`src/rtl/dec_forward_unit.sv`:
```
// dec_forward_unit: serial binary-to-decimal converter.
// A 16-bit unsigned value is captured on a one-cycle load strobe and then
// streamed as dig_cnt BCD digits, most-significant first, over an rts/cts
// handshake. Each digit is found by repeated subtraction of the matching
// power of ten. Values that do not fit in dig_cnt digits are emitted as all 9s.
module dec_forward_unit (
   input  logic        clk,
   input  logic        rst_n,
   input  logic [15:0] bdata,
   input  logic        load,
   input  logic [3:0]  dig_cnt,
   output logic [3:0]  nib_out,
   output logic        rts,
   input  logic        cts
);

   typedef enum logic [1:0] {
      IDLE = 2'd0,
      CALC = 2'd1,
      EMIT = 2'd2
   } state_t;

   state_t      state;
   logic [16:0] rem;
   logic [3:0]  k;
   logic [3:0]  dig;
   logic        ovf;

   // Power of ten for digit position k; positions above 4 can never be
   // non-zero for a 16-bit value, so they map to 0 and are never used.
   function automatic logic [16:0] pow10(input logic [3:0] pos);
      logic [16:0] p;
      case (pos)
         4'd0:    p = 17'd1;
         4'd1:    p = 17'd10;
         4'd2:    p = 17'd100;
         4'd3:    p = 17'd1000;
         4'd4:    p = 17'd10000;
         default: p = 17'd0;
      endcase
      return p;
   endfunction

   // True when the value cannot be written with the requested digit count.
   // Five or more digits always hold a 16-bit value.
   function automatic logic too_big(input logic [15:0] val, input logic [3:0] cnt);
      return (cnt <= 4'd4) && ({1'b0, val} >= pow10(cnt));
   endfunction

   // Conversion FSM with registered rts/nib_out; load restarts from any state.
   always_ff @(posedge clk or negedge rst_n) begin
      if (!rst_n) begin
         state   <= IDLE;
         rem     <= '0;
         k       <= '0;
         dig     <= '0;
         ovf     <= 1'b0;
         rts     <= 1'b0;
         nib_out <= '0;
      end else if (load) begin
         rem   <= {1'b0, bdata};
         k     <= dig_cnt - 4'd1;
         dig   <= '0;
         ovf   <= too_big(bdata, dig_cnt);
         rts   <= 1'b0;
         state <= (dig_cnt != 4'd0) ? CALC : IDLE;
      end else begin
         case (state)
            CALC: begin
               if (ovf) begin
                  dig     <= 4'd9;
                  nib_out <= 4'd9;
                  rts     <= 1'b1;
                  state   <= EMIT;
               end else if (k >= 4'd5) begin
                  dig     <= 4'd0;
                  nib_out <= 4'd0;
                  rts     <= 1'b1;
                  state   <= EMIT;
               end else if (rem >= pow10(k)) begin
                  rem <= rem - pow10(k);
                  dig <= dig + 4'd1;
               end else begin
                  nib_out <= dig;
                  rts     <= 1'b1;
                  state   <= EMIT;
               end
            end
            EMIT: begin
               // Without cts the digit and rts simply hold.
               if (cts) begin
                  rts <= 1'b0;
                  if (k == 4'd0) begin
                     state <= IDLE;
                  end else begin
                     k     <= k - 4'd1;
                     dig   <= 4'd0;
                     state <= CALC;
                  end
               end
            end
            default: begin
               rts   <= 1'b0;
               state <= IDLE;
            end
         endcase
      end
   end

endmodule

```
`config.mk`:
```
export PLATFORM = sky130hd
export DESIGN_NAME = dec_forward_unit
export DESIGN_NICKNAME = d
export VERILOG_FILES = /design/src/rtl/dec_forward_unit.sv
export SDC_FILE = /design/constraint.sdc
export NUM_CORES = 1
export LEC_CHECK = 0
export BUFFER_PORTS_ARGS = -buffer_cell sky130_fd_sc_hd__buf_2
export CAP_MARGIN = 20
export CELL_PAD_IN_SITES_DETAIL_PLACEMENT = 0
export CELL_PAD_IN_SITES_GLOBAL_PLACEMENT = 1
export CORE_MARGIN = 2
export CORE_UTILIZATION = 41
export DETAILED_ROUTE_END_ITERATION = 7
export HOLD_SLACK_MARGIN = 0.03
export PLACE_DENSITY_LB_ADDON = 0.3
export SLEW_MARGIN = 20
export SYNTH_ARGS = -nofsm -noshare
export SYNTH_HDL_FRONTEND = slang
export SYNTH_SLANG_ARGS = --single-unit
```
`constraint.sdc`:
```
create_clock -name clk -period 2.8 [get_ports clk]
set_input_delay 0.56 -clock clk [delete_from_list [all_inputs] [get_ports clk]]
set_output_delay 0.56 -clock clk [all_outputs]
set_load 0.05 [all_outputs]
```
Word-level counts from Yosys, hierarchy flattened
Cells that the tools add are included.

storage, ports and cells
  bits of input ports = 24
  logic and storage cells = 93
  output and inout bits = 5
  register bits = 33

cells by class
  add/subtract/negate cells = 4
  bitwise logic cells = 1
  $lt $le $gt $ge = 4
  multiplexer cells = 45
  reductions and logical operators = 14
  eq/ne operators = 18

operators by type and width
  operator               number
  $mux W17               15
  $pmux W14 S5           2
  $mux W4                13
  $ge A16 B17 Y1         1
  $ge A17 B17 Y1         1
  $sub A17 B17 Y17       1
  $eq A4 B2 Y1 const B   4
  $mux W2                5
  $ne A5 B5 Y1 const B   2
  $ne A3 B3 Y1 const B   3
  $eq A4 B1 Y1 const B   2
  $eq A4 B3 Y1 const B   2
  $logic_not A4 Y1       2
  $pmux W4 S2            1
  $reduce_and A4 Y1      2
  $reduce_bool A2 Y1     4
  $sub A4 B1 Y4 const B  2
  $mux W1                7
  $ne A2 B2 Y1 const B   3
  $reduce_and A3 Y1      2
  $add A4 B1 Y4 const B  1
  $ge A4 B3 Y1 const B   1
  $le A4 B3 Y1 const B   1
  $pmux W2 S2            1
  8 further kinds        8

Logic depth before layout (Yosys ltp)
Gate-level depths: netlist of the first run.

  depth after elaboration = 18
  gate-level depth with buffers = 13
  depth with buffers taken out = 12

Worst setup path after synthesis of the first run
No wires, ideal clock.

  path type = reg-to-reg
  from = register k[0]
  to = register rem[16]
  setup time = 0.128 ns
  arrival time = 2.973 ns
  cell stages (with the launch flop) = 12
  clock period less this slack = 3.100 ns
  data required time = 2.672 ns
  slack = -0.300 ns
  path buffers = 0
  path through = dfrtp_1 > inv_1 > ha_1 > nand3b_1 > and2_1 > ha_1 > a21o_1 > a211oi_2 > nand2b_1 > a2111o_1 > a2111oi_4 > mux2_1

on the way
  longest elaborated chain between the ends = 13
  elaborated cells between the ends (all ways) = 26
  classes of those cells = add/sub: 1; order compare: 2; eq/ne: 5; mux: 15; reduce/logical: 3

RTL lines
  element                                     RTL line  source
  start: declaration                          25        logic [3:0] k;
  start signal: assignment                    62        k <= dig_cnt - 4'd1;
  start signal: assignment                    96        k <= k - 4'd1;
  $eq A4 B3 Y1, or another cell as far along  33        case (pos)
  $pmux W14 S5                                33
  $mux W17                                    80        end else if (rem >= pow10(k)) begin
  $mux W17                                    75        end else if (k >= 4'd5) begin
  $mux W17                                    70        if (ovf) begin
  $mux W17                                    68        case (state)
  $mux W17                                    60        end else if (load) begin
  $sub A17 B17 Y17                            81        rem <= rem - pow10(k);
  $mux W17                                    80
  $mux W17                                    75
  $mux W17                                    70
  $mux W17                                    68
  $mux W17                                    60
  end signal: assignment                      61        rem <= {1'b0, bdata};
  end signal: assignment                      81
  end: declaration                            24        logic [16:0] rem;

Parallel ways exist; a longest one is shown, timed or not. The select of a mux whose other input is x is not followed.
A chain may end at the register's enable or synchronous reset.

Worst setup path in the final report of the first run
  from = register k[1]
  to = register dig[2]

on the way
  longest elaborated chain between the ends = 9
  elaborated cells between the ends (all ways) = 19
  classes of those cells = order compare: 2; eq/ne: 6; mux: 9; reduce/logical: 2

RTL lines
  element                                     RTL line  source
  $eq A4 B3 Y1, or another cell as far along  33
  $pmux W14 S5                                33
  $mux W17                                    75
  $mux W17                                    70
  $mux W17                                    68
  $mux W17                                    60
  $ge A17 B17 Y1                              80
  $ne A5 B5 Y1 (no source line)               n/a
  $reduce_and A4 Y1 (no source line)          n/a
  end signal: assignment                      82        dig <= dig + 4'd1;
  end: declaration                            26        logic [3:0] dig;

Parallel ways exist; a longest one is shown, timed or not. The select of a mux whose other input is x is not followed.

==> results of run 1 <==
[area by class of cell]
class / instances / share of cell area (%)
Multi-Input combinational cell: 286 / 56.0
Sequential cell: 33 / 19.2
Timing Repair Buffer: 102 / 17.2
Tap cell: 99 / 2.88
Clock buffer: 5 / 1.60
Inverter: 17 / 1.54
Clock inverter: 3 / 1.51
[report_power, final]
part           total [W]  leakage, nW  internal [W]  switching [W]
combinational    0.00107         1.35      0.000515       0.000556
sequential      0.000601        0.407      0.000533      0.0000683
clock           0.000563       0.0681      0.000354       0.000209
[state kept, by name, indices dropped and copies added (netlist names)]
signal   count
rem         17
state        2
k            4
dig          4
nib_out      4
ovf          1
rts          1
[synth_stat cells, types with 2 or more instances]
cell	number	area share (%)
nor3_1	6	1.0
buf_4	2	0.50
buf_2	3	0.50
a32o_1	3	1.0
nand4_1	6	1.2
a21o_1	7	1.7
mux2i_1	2	0.67
or4_1	3	0.75
or3_1	5	1.0
xor2_1	5	1.5
a31oi_1	8	1.7
and2_1	8	1.7
o221a_2	2	0.75
nor4_1	5	1.0
a211oi_1	4	1.0
ha_1	34	14
nor2_1	25	3.1
nand3_1	9	1.5
o21a_1	4	1.0
o21ai_0	23	3.8
o31a_1	4	1.2
nand2_1	28	3.5
o2111ai_1	2	0.58
and3_1	3	0.62
a41o_1	2	0.67
buf_1	2	0.25
o311ai_0	5	1.5
o211ai_1	4	1.0
and4_1	4	1.2
clkbuf_1	8	1.0
nor2b_1	8	1.7
inv_1	17	2.1
o2bb2ai_1	3	0.87
dfrtp_1	33	27
o31ai_1	2	0.50
a21oi_1	19	3.2
xnor2_1	4	1.2
nand2b_1	9	1.9
nand3b_1	2	0.50
[metal layers]
layer	GRT usage, %	vias up	share of wire [%]	routed length [um]
met5	0	-	0	0
met4	5.70	0	2.8	274
li1	-	1518	-	-
met2	41.4	87	48	4760
met1	31.5	1503	46	4530
met3	2.83	24	3.1	309
[worst max-delay path by stage]
stage               slack, ns       to  depth (start not counted)
finish                  -0.32   dig[2]                         12
global route            -0.39   dig[2]                         12
CTS                     -0.19  rem[16]                         11
detailed placement      -0.24  rem[16]                         11
global placement        -0.16  rem[16]                         11
floorplan               -0.04  rem[16]                         12
[cells by family after synthesis]
group / share of synthesized area, %
fa+ha+maj: 14.8
xor+xnor: 2.62
compound gates: 25.7
buf+inv: 4.37
mux: 1.04
flops: 27.5
simple gates: 24.0
[repair_timing]
action / in CTS / in global routing
setup buffers: 11 / 10
pin swaps: 18 / 23
setup endpoints to repair: 23 / 28
endpoints found under the hold margin: 0 / 0
resized for setup: 29 / 41
[worst reg2reg max path, stage by stage, from the launching register on]
cell      delay, ns
dfrtp_1        0.42
inv_2          0.10
ha_4           0.13
nand3b_1       0.19
and2_4         0.24
ha_4           0.30
nand3_4        0.09
nor3_4         0.28
o211ai_1       0.22
buf_4          0.20
a41o_4         0.26
or4b_4         0.47
a21oi_1        0.14
[stage by stage]
stage	cells	total power, W	instance area [um^2]	hold WS (ns)	utilization, %
3_5_place_dp	516	0.00146	3670	0.471	51.2
6_report	545	0.00223	4300	0.347	59.9
2_1_floorplan	351	0.00112	3070	0.264	-
3_3_place_gp	516	0.00145	3670	0.464	51.2
5_1_grt	545	0.00235	4300	0.398	59.9
4_1_cts	535	0.00210	4010	0.365	55.8
==> flow_summary.json, run 1 <==
{
  "status": "finished, violations left",
  "violations": "setup timing",
  "synth_seq_cells": 33,
  "drive_above_1_share_pct": 38.6,
  "nets": 504,
  "numPortBuffers": 28,
  "dr.pass1.iters": 4,
  "multiInputGateArea_um2": 2410,
  "fmax_mhz": 321,
  "ff2ff_setup_slack_ns": -0.32,
  "cp_slowest_cell": "or4b_4",
  "clk_pin_slew_ns": 0.09,
  "drc": 0,
  "finalWorstSetupSlack_ns": -0.319,
  "ff2ff_path_depth": 12,
  "cts_buffers": 5,
  "crit_start": "k[1]",
  "critPathArrivalTime_ns": 3.34,
  "gp_congestion": 0.898,
  "syn2layout_area_growth_pct": 43.0,
  "io_pins": 29,
  "r2r_end": "dig[2]",
  "finalCritPeriodShare_pct": 111,
  "drtAntennaViolNets": 0,
  "fp.dieW_um": 89.7,
  "clock_skew_ns": 0.00943,
  "antenna_found_initial": 0,
  "cp-end-kind": "flop",
  "p_leak_nw": 1.83,
  "ctsHoldBuffers": 0,
  "area.sequential_um2": 826,
  "grt_pass1_vias": 3046,
  "finalSetupViolations": 27,
  "cts-root-buf": "clkbuf_8",
  "synth_top_flop_cell": "dfrtp_1",
  "crit_buf_inv": 2,
  "cts_max_level": 2,
  "synth-warning-count": 0,
  "cp.required_ns": 3.02,
  "avgSynthCellArea_um2": 8.57,
  "r2r_start": "k[1]",
  "vias": 3132,
  "antenna_cells": 0,
  "max_stage_delay_ns": 0.47,
  "grt_pass1_wl_um": 14700,
  "placementRows": 31,
  "startpoint_type": "flop",
  "hold_viol": 0,
  "rsz0062_at_grt": "true",
  "worst_pin_slew_ns": 0.808,
  "slew_violations": 0,
  "routedWlPerCell_um": 18.1,
  "synth-edff-count": 0,
  "core_area_um2": 7180,
  "path_delay_family": "simple AND/OR/NAND/NOR gates",
  "synthArstFlopShare_pct": 100,
  "most-common-layout-cells": "62 x buf_4, 33 x dfrtp_1, 28 x buf_2",
  "grt_max_degree": 34,
  "grtUsageTotal_pct": 23.8,
  "dieArea_um2": 8040,
  "crit_type": "flop to flop",
  "hpwl_um": 6800,
  "avgViaCountPerCell": 5.75,
  "synth_cell_types": 67,
  "power.density_nw_per_um2": 519,
  "die_h_um": 89.7,
  "cp_cell_sequence": "inv_2 -> ha_4 -> nand3b_1 -> and2_4 -> ha_4 -> nand3_4 -> nor3_4 -> o211ai_1 -> buf_4 -> a41o_4 -> or4b_4 -> a21oi_1",
  "syn-instance-count": 351,
  "crit_fanout": 4,
  "overflow": 0,
  "wirelength_um": 9870,
  "fin_crit_ns": 3.12,
  "ys_seq_area_share_pct": 27.5,
  "max-cap-violations": 0,
  "path_common_cell": "ha_4",
  "final_common_cell": "buf_4",
  "syn_area_um2": 3010,
  "setup_tns_ns": -3.98,
  "post-place-ws_ns": -0.241,
  "syn_nets": 410,
  "cts.path.max_buffers": 2,
  "clkSinkCount": 33,
  "initial_core_util_pct": 41.9,
  "clock_latency_ns": 0.30,
  "drt_iter0_drc": 220,
  "n_fill_cell": 639,
  "cts_tree": "built",
  "max_slew_margin_pct": 46.1,
  "ir_drop_mv": 0.229,
  "hold_class": "input port to async pin"
}
(Power assumes the default switching activity.)
==> run 2, diff against run 1 <==
--- a/config.mk
+++ b/config.mk
@@ -12,8 +12,9 @@
 export CORE_MARGIN = 2
 export CORE_UTILIZATION = 41
 export DETAILED_ROUTE_END_ITERATION = 7
-export HOLD_SLACK_MARGIN = 0.03
+export HOLD_SLACK_MARGIN = 0.08
 export PLACE_DENSITY_LB_ADDON = 0.3
+export SKIP_LAST_GASP = 1
 export SLEW_MARGIN = 20
 export SYNTH_ARGS = -nofsm -noshare
 export SYNTH_HDL_FRONTEND = slang
==> run 2 against run 1 <==
The flow still finishes with violations (setup timing); maximum frequency is 1.4% higher; design area up 0.35%; power grew 0.91%; critical path depth decreased by 1; count of clock-buffer cells in the layout did not move.
==> flow_summary.json, run 2 (same netlist as run 1, synthesis figures left out) <==
{
  "syn2layout_area_growth_pct": 43.5,
  "finalSetupViolations": 21,
  "grt_max_degree": 34,
  "finalCritPeriodShare_pct": 110,
  "power.density_nw_per_um2": 522,
  "max-cap-violations": 0,
  "io_pins": 29,
  "clock_skew_ns": 0.0101,
  "hpwl_um": 6800,
  "slew_violations": 0,
  "clk_pin_slew_ns": 0.08,
  "antenna_cells": 0,
  "hold_viol": 0,
  "max_stage_delay_ns": 0.42,
  "initial_core_util_pct": 41.9,
  "startpoint_type": "flop",
  "finalWorstSetupSlack_ns": -0.277,
  "violations": "setup timing",
  "cts.path.max_buffers": 2,
  "most-common-layout-cells": "64 x buf_4, 33 x dfrtp_1, 28 x buf_2",
  "core_area_um2": 7180,
  "p_leak_nw": 1.83,
  "grtUsageTotal_pct": 23.6,
  "nets": 504,
  "largest_reg_flops": 17,
  "utilization_pct": 60.2,
  "dr.pass1.iters": 4,
  "cp-end-kind": "flop",
  "gp_congestion": 0.898,
  "numPortBuffers": 28,
  "drtAntennaViolNets": 0,
  "critPathArrivalTime_ns": 3.26,
  "die_h_um": 89.7,
  "regMostFlops": "rem",
  "drive_above_1_share_pct": 38.3,
  "fmax_mhz": 325,
  "hold_class": "input port to async pin",
  "ir_drop_mv": 0.256,
  "post-place-ws_ns": -0.241,
  "dieArea_um2": 8040,
  "ctsHoldBuffers": 0,
  "status": "finished, violations left",
  "clkSinkCount": 33,
  "cts_tree": "built",
  "overflow": 0,
  "crit_type": "flop to flop",
  "placementRows": 31,
  "worst_pin_slew_ns": 0.811,
  "avgViaCountPerCell": 5.78,
  "final_common_cell": "buf_4",
  "fp.dieW_um": 89.7,
  "cp.required_ns": 2.98,
  "cts-root-buf": "clkbuf_8",
  "fin_crit_ns": 3.08,
  "cp_cell_sequence": "inv_2 -> ha_4 -> nand3b_1 -> and2_4 -> ha_4 -> a21o_1 -> a211oi_4 -> nand2b_1 -> a2111o_1 -> a2111oi_4 -> mux2_1",
  "drt_iter0_drc": 160,
  "grt_pass1_vias": 3060,
  "routedWlPerCell_um": 17.8,
  "max_slew_margin_pct": 45.9,
  "crit_fanout": 4,
  "antenna_found_initial": 0,
  "vias": 3148,
  "path_common_cell": "ha_4",
  "drc": 0,
  "grt_pass1_wl_um": 14600,
  "cts_max_level": 2,
  "cp_slowest_cell": "dfrtp_1",
  "clock_latency_ns": 0.30,
  "rsz0062_at_grt": "true",
  "cts_buffers": 5,
  "wirelength_um": 9710
}
## run 2: cell counts in the layout (fill, tap and decap cells not counted)
Identical to the previous run, type by type.
## run 2: layout make-up
cell class / count / area [um^2]
Tap cell: 99 / 124
Multi-Input combinational cell: 286 / 2430
Timing Repair Buffer: 102 / 737
Inverter: 17 / 66.3
Clock inverter: 3 / 65.1
Sequential cell: 33 / 826
Fill cell: 643 / 2860
Clock buffer: 5 / 68.8
## run 2: metrics by stage
| step | cells | setup TNS [ns] | total power [W] | hold WS [ns] | instance area (um^2) |
|---|---|---|---|---|---|
| detailed placement | 516 | -3.06 | 0.00146 | 0.471 | 3670 |
| finish | 545 | -2.28 | 0.00225 | 0.349 | 4320 |
| global route | 545 | -5.55 | 0.00238 | 0.398 | 4320 |
| CTS | 535 | -1.37 | 0.00209 | 0.365 | 3990 |
| global placement | 516 | -1.60 | 0.00145 | 0.464 | 3670 |
| floorplan | 351 | -0.0392 | 0.00112 | 0.264 | 3070 |
## run 2: per-layer routing
metal / global-route usage (%) / part of all wire, %
met5: 0 / 0
met4: 6.24 / 2.6
met3: 3.11 / 4.1
met2: 40.6 / 48
met1: 31.1 / 45
## run 2: path summary, 6_finish.rpt
| check | cells past startpoint | slack (ns) | from | end |
|---|---|---|---|---|
| max | 11 | -0.28 | k[1] | rem[16] |
| min | 1 | 0.35 | rst_n | rem[8] |
| max reg2reg | 11 | -0.28 | k[1] | rem[16] |
| min reg2reg | 1 | 0.49 | nib_out[0] | nib_out[0] |
| max in group asynchronous | 1 | 1.93 | rst_n | k[3] |
| min in group clk | 1 | 0.49 | nib_out[0] | nib_out[0] |
## run 2: critical path, delay by kind of cell (launching register included)
family,cells,cell delay [ns]
AO/OA/AOI/OAI,4,1.18
buffers and inverters,1,0.10
AND/OR/NAND/NOR,3,0.53
flip-flops,1,0.42
adder cells (fa/ha/maj),2,0.37
multiplexers,1,0.35
## run 2: report_power, final
group          switching [W]  total [W]  internal (W)
clock               0.000207   0.000561      0.000354
combinational       0.000557    0.00109      0.000535
sequential         0.0000691   0.000602      0.000533
## run 2: repair_timing
item	4_1_cts	5_1_grt
gates resized for setup	24	45
pin swaps	15	26
gates cloned	0	0
hold endpoints to repair	0	0
setup buffers	11	10
endpoints found under the setup margin	23	28
